**src/rtl/basamak_tarayici_if.sv**
```systemverilog
// Handshake bundle for basamak_tarayici: start/operand/acknowledge in, busy/valid/result out.
interface basamak_tarayici_if #(
    parameter int NIBBLES = 4,
    parameter int POS_W   = 4
);
    logic                   baslat;
    logic [4*NIBBLES-1:0]   sayi;
    logic                   onay;
    logic                   mesgul;
    logic                   gecerli;
    logic [POS_W-1:0]       basamak;
    logic                   sifir;

    modport master (output baslat, sayi, onay, input mesgul, gecerli, basamak, sifir);
    modport slave  (input baslat, sayi, onay, output mesgul, gecerli, basamak, sifir);
endinterface

```
**src/rtl/basamak_tarayici.sv**
```systemverilog
// Sequential leading-one scanner, one nibble per clock from the MSB end.
// Optional feature macro: SCAN_EARLY_EXIT_EN (stop at the first nonzero nibble).
module basamak_tarayici #(
    parameter int NIBBLES = 4,
    parameter int POS_W   = 4
) (
    input  logic                clk,
    input  logic                rst_n,
    basamak_tarayici_if.slave   bus
);
    localparam int W  = 4 * NIBBLES;
    localparam int KW = (NIBBLES > 1) ? $clog2(NIBBLES) : 1;

    typedef enum logic [1:0] {IDLE, SCAN, DONE} state_t;

    state_t           state;
    logic [W-1:0]     opnd;
    logic [KW-1:0]    k;
    logic             mesgul;
    logic             gecerli;
    logic [POS_W-1:0] basamak;
    logic             sifir;
    logic [3:0]       nib;
    logic [1:0]       p;
    logic [POS_W-1:0] pos;
`ifndef SCAN_EARLY_EXIT_EN
    logic             hit;
    logic [POS_W-1:0] hit_pos;
`endif

    function automatic logic [1:0] lead4(input logic [3:0] n);
        casez (n)
            4'b1???: lead4 = 2'd3;
            4'b01??: lead4 = 2'd2;
            4'b001?: lead4 = 2'd1;
            default: lead4 = 2'd0;
        endcase
    endfunction

    assign nib = opnd[4*k +: 4];
    assign p   = lead4(nib);
    assign pos = POS_W'({k, 2'b00}) + POS_W'(p);

    always_ff @(posedge clk or negedge rst_n) begin
        if (!rst_n) begin
            state   <= IDLE;
            opnd    <= '0;
            k       <= '0;
            mesgul  <= 1'b0;
            gecerli <= 1'b0;
            basamak <= '0;
            sifir   <= 1'b0;
`ifndef SCAN_EARLY_EXIT_EN
            hit     <= 1'b0;
            hit_pos <= '0;
`endif
        end else begin
            unique case (state)
                IDLE: if (bus.baslat) begin
                    opnd   <= bus.sayi;
                    k      <= KW'(NIBBLES - 1);
                    mesgul <= 1'b1;
                    state  <= SCAN;
`ifndef SCAN_EARLY_EXIT_EN
                    hit    <= 1'b0;
`endif
                end
                SCAN: begin
`ifdef SCAN_EARLY_EXIT_EN
                    if (nib != 4'd0) begin
                        basamak <= pos;
                        sifir   <= 1'b0;
                        gecerli <= 1'b1;
                        state   <= DONE;
                    end else if (k == '0) begin
                        basamak <= '0;
                        sifir   <= 1'b1;
                        gecerli <= 1'b1;
                        state   <= DONE;
                    end else begin
                        k <= k - KW'(1);
                    end
`else
                    // Full-length walk: remember the first hit, publish only at the last nibble
                    if (k == '0) begin
                        gecerli <= 1'b1;
                        state   <= DONE;
                        if (hit) begin
                            basamak <= hit_pos;
                            sifir   <= 1'b0;
                        end else if (nib != 4'd0) begin
                            basamak <= pos;
                            sifir   <= 1'b0;
                        end else begin
                            basamak <= '0;
                            sifir   <= 1'b1;
                        end
                    end else begin
                        k <= k - KW'(1);
                        if (!hit && nib != 4'd0) begin
                            hit     <= 1'b1;
                            hit_pos <= pos;
                        end
                    end
`endif
                end
                DONE: if (bus.onay) begin
                    gecerli <= 1'b0;
                    mesgul  <= 1'b0;
                    state   <= IDLE;
                end
                default: state <= IDLE;
            endcase
        end
    end

    assign bus.mesgul  = mesgul;
    assign bus.gecerli = gecerli;
    assign bus.basamak = basamak;
    assign bus.sifir   = sifir;
endmodule

```
**src/flat_wrapper.sv**
```systemverilog
// flat-port wrapper written by rule: the top's interface ports become plain ports
module basamak_tarayici_flat 
#(
    parameter int NIBBLES = 4,
    parameter int POS_W   = 4
)
  (clk, rst_n, bus_baslat, bus_sayi, bus_onay, bus_mesgul, bus_gecerli, bus_basamak, bus_sifir);
  basamak_tarayici_if #(.NIBBLES(NIBBLES), .POS_W(POS_W)) bus_i ();
  input  logic clk;
  input  logic rst_n;
  input wire logic [$bits(bus_i.baslat)-1:0] bus_baslat;
  input wire logic [$bits(bus_i.sayi)-1:0] bus_sayi;
  input wire logic [$bits(bus_i.onay)-1:0] bus_onay;
  output wire logic [$bits(bus_i.mesgul)-1:0] bus_mesgul;
  output wire logic [$bits(bus_i.gecerli)-1:0] bus_gecerli;
  output wire logic [$bits(bus_i.basamak)-1:0] bus_basamak;
  output wire logic [$bits(bus_i.sifir)-1:0] bus_sifir;
  assign bus_i.baslat = bus_baslat;
  assign bus_i.sayi = bus_sayi;
  assign bus_i.onay = bus_onay;
  assign bus_mesgul = bus_i.mesgul;
  assign bus_gecerli = bus_i.gecerli;
  assign bus_basamak = bus_i.basamak;
  assign bus_sifir = bus_i.sifir;
  basamak_tarayici #(.NIBBLES(NIBBLES), .POS_W(POS_W)) u_core (.clk(clk), .rst_n(rst_n), .bus(bus_i));
endmodule
```
**config.mk**
```make
export PLATFORM = sky130hd
export DESIGN_NAME = basamak_tarayici_flat
export DESIGN_NICKNAME = d
export VERILOG_FILES = /design/src/rtl/basamak_tarayici_if.sv /design/src/rtl/basamak_tarayici.sv /design/src/flat_wrapper.sv
export SDC_FILE = /design/constraint.sdc
export NUM_CORES = 1
export LEC_CHECK = 0
export CAP_MARGIN = 5
export CORE_MARGIN = 8
export CORE_UTILIZATION = 27
export DETAILED_ROUTE_END_ITERATION = 16
export GPL_TIMING_DRIVEN = 1
export PLACE_DENSITY = 0.45
export SLEW_MARGIN = 10
export SYNTH_ARGS = -nofsm -noshare
export SYNTH_HDL_FRONTEND = slang
export SYNTH_SLANG_ARGS = --single-unit
```
**constraint.sdc**
```tcl
create_clock -name clk -period 2.1 [get_ports clk]
set_input_delay 0.63 -clock clk [delete_from_list [all_inputs] [get_ports clk]]
set_output_delay 0.63 -clock clk [all_outputs]
set_load 0.02 [all_outputs]
```
==> results by group <==
Drt
  – Post-DR wirelength/cell: 14.0 um
  – # DRC: 0
  – DRT iter0 DRCs: a little over 80
  – Post-DRT Antenna Nets: 0
  – First-pass DRT Iterations: 4
  – Total wire length: around 3000 um
  – Via count: 980
  – Routed vias/inst: 4.52

Yosys
  – Synth Area in Compound Gates: a little under a tenth
  – Post-synth top flop: dfrtp_1
  – Post-synthesis mux area share: a little over a fifth
  – Share of the synthesized area in the top cell type: between 50 and 60%
  – Synth Register Bits: 32
  – Post-Synth XOR/XNOR Area: 0%
  – Cell area after technology mapping: roughly 0.0014 sq mm
  – Simple-Gate Fraction of Synth Area: approximately 8.7%
  – Unique masters post-synth: 32
  – Synth Instances: 112
  – Main combinational cell family by area after synthesis: multiplexers
  – Yosys warning total: 0
  – Area contributors post-synth: dfrtp_1, mux2_1, mux4_2
  – Post-synth EDFFs: 0
  – Sequential area share after synthesis: 55.4%
  – Synth Net Count: about 130
  – Yosys top cell by area: dfrtp_1
  – Syn avg cell area: between 10 and 15 sq um
  – Async SR Flop Fraction: between 90% and 100%
  – Post-synthesis adder-cell area fraction: less than 1%

Critical path
  – Worst r2r src: u_core.k[0]
  – CP max stage delay: 0.57 ns
  – Levels on crit path: 4
  – Worst R2R End: u_core.hit_pos[3]
  – WS Path Type: reg -> reg
  – CP Data Required Time: roughly 2.3 ns
  – Cell breakdown of the critical path: mux4_2 -> or4_4 -> nand2_4 -> mux2_4
  – Critical path's slowest cell: or4_4
  – Top Family by Delay on Critical Path: multiplexers
  – Critical Path Sink: u_core.hit_pos[3]
  – Critical path origin: u_core.k[0]
  – Worst setup SP type: flip-flop
  – R2R Setup Slk: 0.06 ns
  – Worst reg-to-reg path cell count: 4
  – Worst-path maximum fanout: 5
  – Crit path DAT: 2.21 ns
  – CP endpoint kind: flip-flop
  – CP bufs+invs: 0

Die
  – Io pins: 27
  – Vert. Die Dim: a little under 90 um
  – Core Region: just over 0.005 sq mm
  – Die width: approximately 89 um
  – # rows: 26
  – Die Area: around 0.008 sq mm
  – Initial Util: ~28%

Global routing
  – Number of global-route vias before repair: between 1000 and 1500
  – GR Overflow Total: 0
  – First-pass GRT wire length: between 5000 and 6000 um
  – GRT Overall Usage: 8.65%
  – Largest net degree at the start of global routing: 33
  – Antenna violations before repair: 0

Clock tree
  – Skew-Pair Late Insertion Delay: about 0.28 ns
  – Largest buffer count on any clock path: 2
  – H-tree depth: 2
  – CTS tree: built
  – Cts-stage hold buffer count: 0
  – CTS Root Cell: clkbuf_8
  – CTS sink count: 32
  – TritonCTS Buffers: 5
  – Worst-path clk slew: around 0.070 ns

Finish
  – Sequential cell area: between 800 and 900 sq um
  – Most frequent cells in the layout: dfrtp_1, clkdlybuf4s50_1, mux2_1
  – Util after Layout: between 30% and 40%
  – Most common cell after layout, fill and taps aside: dfrtp_1
  – Layout Cells excl Fill: 217
  – Fin nets: between 150 and 200
  – Layout cells sized above 1: between 20% and 30%
  – Diode count: 0
  – Filler Cells Inserted: 527
  – Footprint of the multi-input gates: between 500 and 600 sq um
  – Area delta synth->final: 33.8%
  – Cell area after layout: about 0.0019 sq mm

Pwr
  – Pleak: just over 0.8 nW
  – Pwr Density: ~1500 mW/mm^2
  – Total power: a little under 3 mW
  – Worst vdd ir: 441 uV

Timing
  – RSZ-0062 raised after global routing: yes
  – Setup slack after layout: 0.0615 ns
  – Crit path time final: about 2.0 ns
  – Max-slew violations: 0
  – Hold Violations, Final: 0
  – Worst rel slew slack: approximately 72%
  – Post-route setup TNS: 0 ns
  – WHS: 0.480 ns
  – # setup viols final: 0
  – Worst slew pin tran: 0.416 ns
  – Clk_skew: 0.00614 ns
  – Final period utilization: a little over nine tenths
  – Fmax: 491 MHz

Place
  – Post-place instance area: between 0.0015 and 0.002 sq mm
  – Routability cong.: 0.733
  – Placed Instances: between 200 and 250
  – Port Buffers: 26
  – Detail Placement HPWL: around 2200 um
  – Dpl ws: -0.0237 ns

Min path
  – Hold Crit Depth: 2
  – Hold Path Class: reg -> reg

Outcome
  – Status: finished clean

Run
  – Max-cap violation count: 0
[power by group]
part	leakage [nW]	internal [mW]	switching, mW
clock	0.0510	0.261	0.219
combinational	0.388	0.745	0.575
sequential	0.374	0.924	0.244
[worst min path at each step]
stage                     start               endpoint  slack, ns
3_5_place_dp   u_core.bus.sifir       u_core.bus.sifir       0.47
2_1_floorplan             rst_n  u_core.bus.basamak[0]       0.33
6_report       u_core.bus.sifir       u_core.bus.sifir       0.48
4_1_cts        u_core.bus.sifir       u_core.bus.sifir       0.49
5_1_grt          u_core.opnd[1]         u_core.opnd[1]       0.50
3_3_place_gp   u_core.bus.sifir       u_core.bus.sifir       0.47
[worst reg2reg max path, stage by stage, from the launching register on]
cell and delay, ns:
dfrtp_2 0.45, mux4_2 0.52, or4_4 0.57, nand2_4 0.10
mux2_4 0.29
[cells by family after synthesis]
| logic type | count (synthesis) |
|---|---|
| buffers and inverters | 12 |
| multiplexers | 23 |
| adder cells (fa/ha/maj) | 1 |
| flip-flops | 32 |
| AO/OA/AOI/OAI | 22 |
| AND/OR/NAND/NOR | 22 |
[cells in the mapped netlist, types with 2 or more instances]
library cell  count
buf_6             2
nand3b_1          2
dfrtp_1          32
mux2_1           16
o21ai_1           2
a21oi_1          10
mux4_2            4
nand2b_1          2
clkbuf_1          3
o31ai_1           2
mux2_4            2
o21ai_0           2
nand2_1           4
nor2_1            6
inv_1             4
a31oi_1           3
[sequential cells by signal, indices dropped and copies added (netlist names)]
name / flops
u_core.hit_pos: 4
u_core.hit: 1
u_core.k: 2
u_core.bus.gecerli: 1
u_core.state: 2
u_core.bus.mesgul: 1
u_core.bus.basamak: 4
u_core.opnd: 16
u_core.bus.sifir: 1
[layout make-up]
cell class,instances,area share (%)
clock buffers,6,4.27
multi-input cells,68,30.8
inverters,5,0.971
clock inverters,2,0.518
well taps,70,4.53
flip-flops and latches,32,41.5
repair buffers,34,17.4
[layer usage]
| metal | global-route usage (%) | routed length (um) |
|---|---|---|
| met1 | 9.60 | 1320 |
| met2 | 14.2 | 1500 |
| met3 | 3.95 | 207 |
| met4 | 3.17 | 12 |
| met5 | 0 | 0 |
[timing repair]
item                                    CTS  global route
setup buffers                             0             0
hold endpoints to repair                  0             0
endpoints found under the setup margin    5             2
resized for setup                         1             3
Power figures use the tool's default switching activity.
